$ cat src/rtl/mult_pkg.sv
// Shared types for the sequential signed multiplier.
package mult_pkg;

  localparam int unsigned STATE_COUNT = 5;
  localparam int unsigned STATE_W     = $clog2(STATE_COUNT);

  typedef enum logic [STATE_W-1:0] {
    S_IDLE = 3'd0,
    S_LOAD = 3'd1,
    S_CALC = 3'd2,
    S_SIGN = 3'd3,
    S_DONE = 3'd4
  } state_e;

endpackage

$ cat src/rtl/mult_shift_stage.sv
// One shift-and-add iteration step: multiplicand left by 1, multiplier right by 1 (logical).
module mult_shift_stage #(
  parameter int unsigned N  = 8,
  parameter int unsigned W2 = 2 * N
) (
  input  logic          en_i,
  input  logic [W2-1:0] mcand_i,
  input  logic [N-1:0]  mplier_i,
  output logic [W2-1:0] mcand_c_o,
  output logic [N-1:0]  mplier_c_o
);

  always_comb begin
    mcand_c_o  = mcand_i;
    mplier_c_o = mplier_i;
    if (en_i) begin
      mcand_c_o  = {mcand_i[W2-2:0], 1'b0};
      mplier_c_o = {1'b0, mplier_i[N-1:1]};
    end
  end

endmodule

$ cat src/rtl/mult_sequencer.sv
// Sequential signed shift-and-add multiplier (sign-magnitude, N iterations).
// Optional MULT_EARLY_TERM_EN: leave CALC once the remaining multiplier is zero.
module mult_sequencer
  import mult_pkg::*;
#(
  parameter int unsigned N = 8
) (
  input  logic           clk,
  input  logic           reset,
  input  logic           start,
  input  logic [N-1:0]   a,
  input  logic [N-1:0]   b,
  output logic           busy,
  output logic           done,
  output logic [2*N-1:0] product
);

  localparam int unsigned W2 = 2 * N;
  localparam int unsigned CW = $clog2(N + 1);

  state_e          state_q;
  logic [N-1:0]    a_q, b_q;
  logic [W2-1:0]   mcand_q, acc_q, prod_q;
  logic [N-1:0]    mplier_q;
  logic [CW-1:0]   cnt_q;
  logic            sign_q, busy_q, done_q;

  logic [W2-1:0]   mcand_d;
  logic [N-1:0]    mplier_d;
  logic [N-1:0]    a_mag_c, b_mag_c;
  logic            calc_last_c;

  // Magnitudes; -2^(N-1) maps to 2^(N-1) as an unsigned N-bit value.
  always_comb begin
    a_mag_c = a_q[N-1] ? N'(-a_q) : a_q;
    b_mag_c = b_q[N-1] ? N'(-b_q) : b_q;
  end

  mult_shift_stage #(.N(N), .W2(W2)) u_shift (
    .en_i       (state_q == S_CALC),
    .mcand_i    (mcand_q),
    .mplier_i   (mplier_q),
    .mcand_c_o  (mcand_d),
    .mplier_c_o (mplier_d)
  );

`ifdef MULT_EARLY_TERM_EN
  assign calc_last_c = (mplier_d == '0) || (cnt_q == CW'(N - 1));
`else
  assign calc_last_c = (cnt_q == CW'(N - 1));
`endif

  always_ff @(posedge clk) begin
    if (!reset) begin
      state_q  <= S_IDLE;
      a_q      <= '0;
      b_q      <= '0;
      mcand_q  <= '0;
      mplier_q <= '0;
      acc_q    <= '0;
      cnt_q    <= '0;
      sign_q   <= 1'b0;
      busy_q   <= 1'b0;
      done_q   <= 1'b0;
      prod_q   <= '0;
    end else begin
      done_q <= 1'b0;
      case (state_q)
        S_IDLE: begin
          if (start) begin
            a_q     <= a;
            b_q     <= b;
            busy_q  <= 1'b1;
            state_q <= S_LOAD;
          end
        end
        S_LOAD: begin
          mcand_q  <= W2'(a_mag_c);
          mplier_q <= b_mag_c;
          acc_q    <= '0;
          cnt_q    <= '0;
          sign_q   <= a_q[N-1] ^ b_q[N-1];
          state_q  <= S_CALC;
        end
        S_CALC: begin
          if (mplier_q[0]) begin
            acc_q <= acc_q + mcand_q;
          end
          mcand_q  <= mcand_d;
          mplier_q <= mplier_d;
          cnt_q    <= cnt_q + CW'(1);
          if (calc_last_c) begin
            state_q <= S_SIGN;
          end
        end
        S_SIGN: begin
          // Negating a zero accumulator yields zero, so no negative zero.
          prod_q  <= sign_q ? W2'(-acc_q) : acc_q;
          done_q  <= 1'b1;
          state_q <= S_DONE;
        end
        S_DONE: begin
          busy_q  <= 1'b0;
          state_q <= S_IDLE;
        end
        default: begin
          busy_q  <= 1'b0;
          state_q <= S_IDLE;
        end
      endcase
    end
  end

  assign busy    = busy_q;
  assign done    = done_q;
  assign product = prod_q;

endmodule

$ cat config.mk
export PLATFORM = sky130hd
export DESIGN_NAME = mult_sequencer
export DESIGN_NICKNAME = d
export VERILOG_FILES = /design/src/rtl/mult_pkg.sv /design/src/rtl/mult_shift_stage.sv /design/src/rtl/mult_sequencer.sv
export SDC_FILE = /design/constraint.sdc
export NUM_CORES = 1
export LEC_CHECK = 0
export BUFFER_PORTS_ARGS = -buffer_cell sky130_fd_sc_hd__buf_4
export CAP_MARGIN = 10
export CORE_MARGIN = 5
export CORE_UTILIZATION = 64
export DETAILED_ROUTE_END_ITERATION = 12
export GPL_ROUTABILITY_DRIVEN = 0
export PLACE_DENSITY_LB_ADDON = 0.15
export REMOVE_ABC_BUFFERS = 1
export SETUP_SLACK_MARGIN = 0.15
export SYNTH_ARGS = -nofsm -noshare
export SYNTH_HDL_FRONTEND = slang
export SYNTH_SLANG_ARGS = --single-unit
$ cat constraint.sdc
create_clock -name clk -period 3.17 [get_ports clk]
set_input_delay 0.7925 -clock clk [delete_from_list [all_inputs] [get_ports clk]]
set_output_delay 0.7925 -clock clk [all_outputs]
set_load 0.03 [all_outputs]
# Yosys cells after proc, flatten, opt, wreduce, memory -nomap -nowiden
# Index checks and enable logic that the tools add are counted.
# classes
n_addsub	5
mul	0
div	0
order_cmp	0
n_eq_ne	7
shifts	0
n_mux	14
bitwise	2
n_reduce_logical	7
# op_table
op	n
16-bit case mux with 2 select lines	2
16-bit two-way mux	2
16-bit adder	1
8-bit two-way mux	2
16-bit negation	1
8-bit negation	2
8-bit case mux with 2 select lines	1
3-bit case mux with 4 select lines	1
4-bit case mux with 2 select lines	1
2-bit AND reduction	4
3-bit by 2-bit == test with 1-bit output, second input constant	2
3-bit two-way mux	2
2-bit != test, second input constant	3
4-bit by 1-bit adder with 4-bit output, second input constant	1
4-bit by 3-bit == test with 1-bit output, second input constant	1
3-bit by 1-bit == test with 1-bit output, second input constant	1
3-bit logical NOT	1
3-bit OR reduction	1
1-bit two-way mux	2
1-bit case mux with 2 select lines	1
2-bit nonzero test	1
1-bit inverter	1
1-bit XOR	1
# totals
regBits	82
latchBits	0
mem_bits_rw	0
mem_bits_ro	0
in_bits	19
out_inout_bits	18
word_cells	46
mem_count	0

# Depth between registers and ports, before layout
# depth
ltp_word	4
depth_mapped	9

# Hierarchy
# Synthesis repeated with hierarchy kept, for this count alone.
# hier_totals
hier_cells	544
hier_area_um2	4804.6
# by_module_without_submodules
mod	n_inst	cells_each	area_per_inst_um2	seq_area_each_um2
mult_sequencer	1	517	4430.5	1641.6
mult_shift_stage	1	27	374.1	0.0

# Worst setup path after synthesis
# Ideal clock, no wire load.
# synth_path
path_type	reg2reg
startpoint	register acc_q[0]
endpoint	register acc_q[14]
setup_time_ns	0.117
t_arrival_ns	2.007
t_required_ns	3.053
slack_ns	1.047
stages_incl_launch_ff	10
cell_sequence	dfxtp_1 -> ha_1 -> inv_1 -> fa_1 -> nor2b_1 -> o2111ai_1 -> a21oi_1 -> a41oi_1 -> xnor2_1 -> a22o_1
# synth_via
elab_chain_cells	3
# synth_lines
element	line_no	rtl
from (decl)	mult_sequencer.sv:23	logic [W2-1:0] mcand_q, acc_q, prod_q;
from (signal assigned)	mult_sequencer.sv:87	acc_q <= acc_q + mcand_q;
16-bit adder	mult_sequencer.sv:87	
16-bit two-way mux	mult_sequencer.sv:86	if (mplier_q[0]) begin
16-bit case mux with 2 select lines	mult_sequencer.sv:68	case (state_q)
# No other way between the ends. The select of a mux whose other input is x is not followed.
# A chain may end at the register's enable or synchronous reset.

# Worst setup path after layout
# layout_path
startpoint	register acc_q[0]
endpoint	register acc_q[12]
# Same word-level chain as after synthesis.

==> flow_summary.toml <==
[worst_setup_path]
cp-end-kind = "flop"
critPathRequiredTime_ns = 3.41
path_max_fanout = 6
startpoint_type = "flop"
critPathSlowestCell = "dfxtp_1"
crit_family = "compound AO/OA/AOI/OAI gates"
cp_cell_sequence = "ha_1 -> inv_1 -> fa_1 -> nor2b_1 -> o2111ai_1 -> a21oi_1 -> a31oi_1 -> xnor2_1 -> a22o_1"
worstPathArrival_ns = 2.64
worst-path-buf-inv = 1
crit_type = "flop to flop"
slowest_delay_ns = 0.42

[layout]
stdcell_area_um2 = 4880
n_antenna_cell = 0
areaGrowthSynthToFinish_pct = 11.9
final_nets = 572
layout-drive-gt1-share_pct = 11.9
fill_cells = 549
layout.cells.non_filler = 617

[route]
drt_iter0_markers = 154
viasPerCell = 5.95
drcViolationCount = 0
m1WireLength_mm = 3.98
top_layer = "met4"
routed_wl_mm = 8.99
avgRoutedWirePerCell_um = 14.6
dr.pass1.iters = 6
wl_met3_um = 419
wl_met2_mm = 4.46
drtAntennaViolNets = 0
vias = 3674

[global_routing]
first_global_vias = 3564
grt_max_degree = 41
grt_use_total_pct = 22.3
grt.overflow.total = 0
antenna_found_initial = 0
grt_pass1_wl_mm = 15.6

[run]
max_cap_viol_count = 0

[timing]
slew_headroom_pct = 50.2
hold_viol = 0
drv_slew = 0
holdWs_ns = 0.469
setup_tns_ns = 0
period_needed_ns = 2.40
fmax_ghz = 0.417
setup_violations = 0
skew_ns = 0.00715
period_share_pct = 75.7
worst_pin_slew_ns = 0.741
rsz0062_at_grt = "no"
setup_ws_ns = 0.770

[floorplan]
die_width_um = 92.6
die_y_um = 92.6
die_area_um2 = 8570
start_util_pct = 65.0
top_level_ports = 37
rows = 30
core_um2 = 6720

[synthesis]
synth_compound_area_share_pct = 23.9
ys_types = 56
synthTopCellsByArea = "dfxtp_1 (38%), nand2_1 (6.8%), ha_1 (5.4%)"
synth_top_family_by_area = "compound AO/OA/AOI/OAI gates"
synth_simple_gate_area_share_pct = 20.9
synth_seq_area_share_pct = 37.6
ys_seq_elements = 82
syn_inst = 509
yosys.area.top_type_share_pct = 37.6
synth_area_um2 = 4370
synthMuxAreaShare_pct = 0.917
synth_common_cells = "dfxtp_1 (82), nand2_1 (79), clkbuf_1 (30)"
ys.flop_type = "dfxtp_1"
synthArstFlopShare_pct = 0
ys.warnings.count = 0
synth-edff-count = 0
synth-adder-area-share_pct = 5.90
synth_area_leader_cell = "dfxtp_1"
synth.avg_cell_area_um2 = 8.58
yosys.area_share.xor_xnor_pct = 7.42
yosysMostFrequentCell = "dfxtp_1"

[place]
dpl_cell_area_um2 = 4680
hpwl_mm = 6.51
dp_cells = 602
port_buffers = 36
dp_slack_ns = 0.802

[power_and_ir_drop]
p_per_area_nw_per_um2 = 428
p_leak_nw = 2.03
peakVddDrop_v = 0.000285

[clock_network]
cts_max_path_buffers = 2
clock_latency_ns = 0.34
cts.repair.resized = 0
cts_buffers = 9
h-tree-depth = 3
clk_transition_reported_paths_ns = 0.08
ctsRootBufferMaster = "clkbuf_8"
post_cts.repair.setup_buffers = 0
cts_tree = "yes"
numClockSinks = 82
hold_buffers = 0

[outcome]
status = "finished clean"

[worst_hold_path]
hold_class = "flop to flop"
==> cell families after synthesis <==
family / Yosys count
DFF: 82
buffers and inverters: 39
xor gates and xnor gates: 37
adders and majority gates: 20
muxes: 4
AOI/OAI and AO/OA: 147
and+or+nand+nor: 180
==> placed cells by master (no fill, tap or decap), types with 18 or more instances in the layout <==
cell type	n
dfxtp_1	82
nand2_1	79
buf_4	43
a22oi_1	27
a21boi_0	24
nor2b_1	24
o21ai_0	23
xnor2_1	21
nor2_1	20
a21oi_1	19
ha_1	19
and2_1	18
==> final cells by class <==
class | count | area, um2 | area share (%)
inverters | 9 | 33.8 | 0.692
flip-flops and latches | 82 | 1640 | 33.6
clock inverters | 5 | 80.1 | 1.64
repair buffers | 43 | 323 | 6.61
clock buffers | 10 | 128 | 2.61
multi-input cells | 388 | 2580 | 52.8
well taps | 80 | 100 | 2.05
==> metrics by stage <==
stage	total power [W]	utilization [%]
2_1_floorplan	0.00123	-
3_3_place_gp	0.00131	69.6
3_5_place_dp	0.00131	69.6
4_1_cts	0.00210	72.7
5_1_grt	0.00219	72.7
6_report	0.00209	72.7
==> tightest hold or removal path, cell delays in order, from the launching register on <==
cell	delay, ns
dfxtp_1	0.32
nand2_1	0.05
a21boi_0	0.06
==> power breakdown <==
| part | internal, W | switching (W) | total (W) |
|---|---|---|---|
| clock network | 0.000438 | 0.000361 | 0.000800 |
| registers | 0.00106 | 0.0000343 | 0.00109 |
| logic | 0.0000862 | 0.000112 | 0.000198 |
| total | 0.00158 | 0.000508 | 0.00209 |
==> flip-flops by register name (all words and copies together), names as in the netlist <==
name	flops
a_q	8
acc_q	16
b_q	8
busy	1
cnt_q	4
done	1
mcand_q	16
mplier_q	8
product	16
sign_q	1
state_q	3
==> path summary, 6_finish.rpt <==
check                                                 to                startpoint  slack [ns]  cells after the start
worst max register to register    acc_q[12]$_SDFFE_PN0P_     acc_q[0]$_SDFFE_PN0P_        0.77                      9
worst min-delay path            mplier_q[0]$_SDFFE_PN0N_  mplier_q[0]$_SDFFE_PN0N_        0.47                      2
worst min register to register  mplier_q[0]$_SDFFE_PN0N_  mplier_q[0]$_SDFFE_PN0N_        0.47                      2
worst max-delay path              acc_q[12]$_SDFFE_PN0P_     acc_q[0]$_SDFFE_PN0P_        0.77                      9
==> per-layer routing <==
layer	global-route usage (%)	up-vias
met4	9.53	0
met2	39.3	93
met1	26.3	1719
met5	0	-
li1	-	1848
met3	4.14	14
Note: power is estimated with default switching activity, not from simulation.
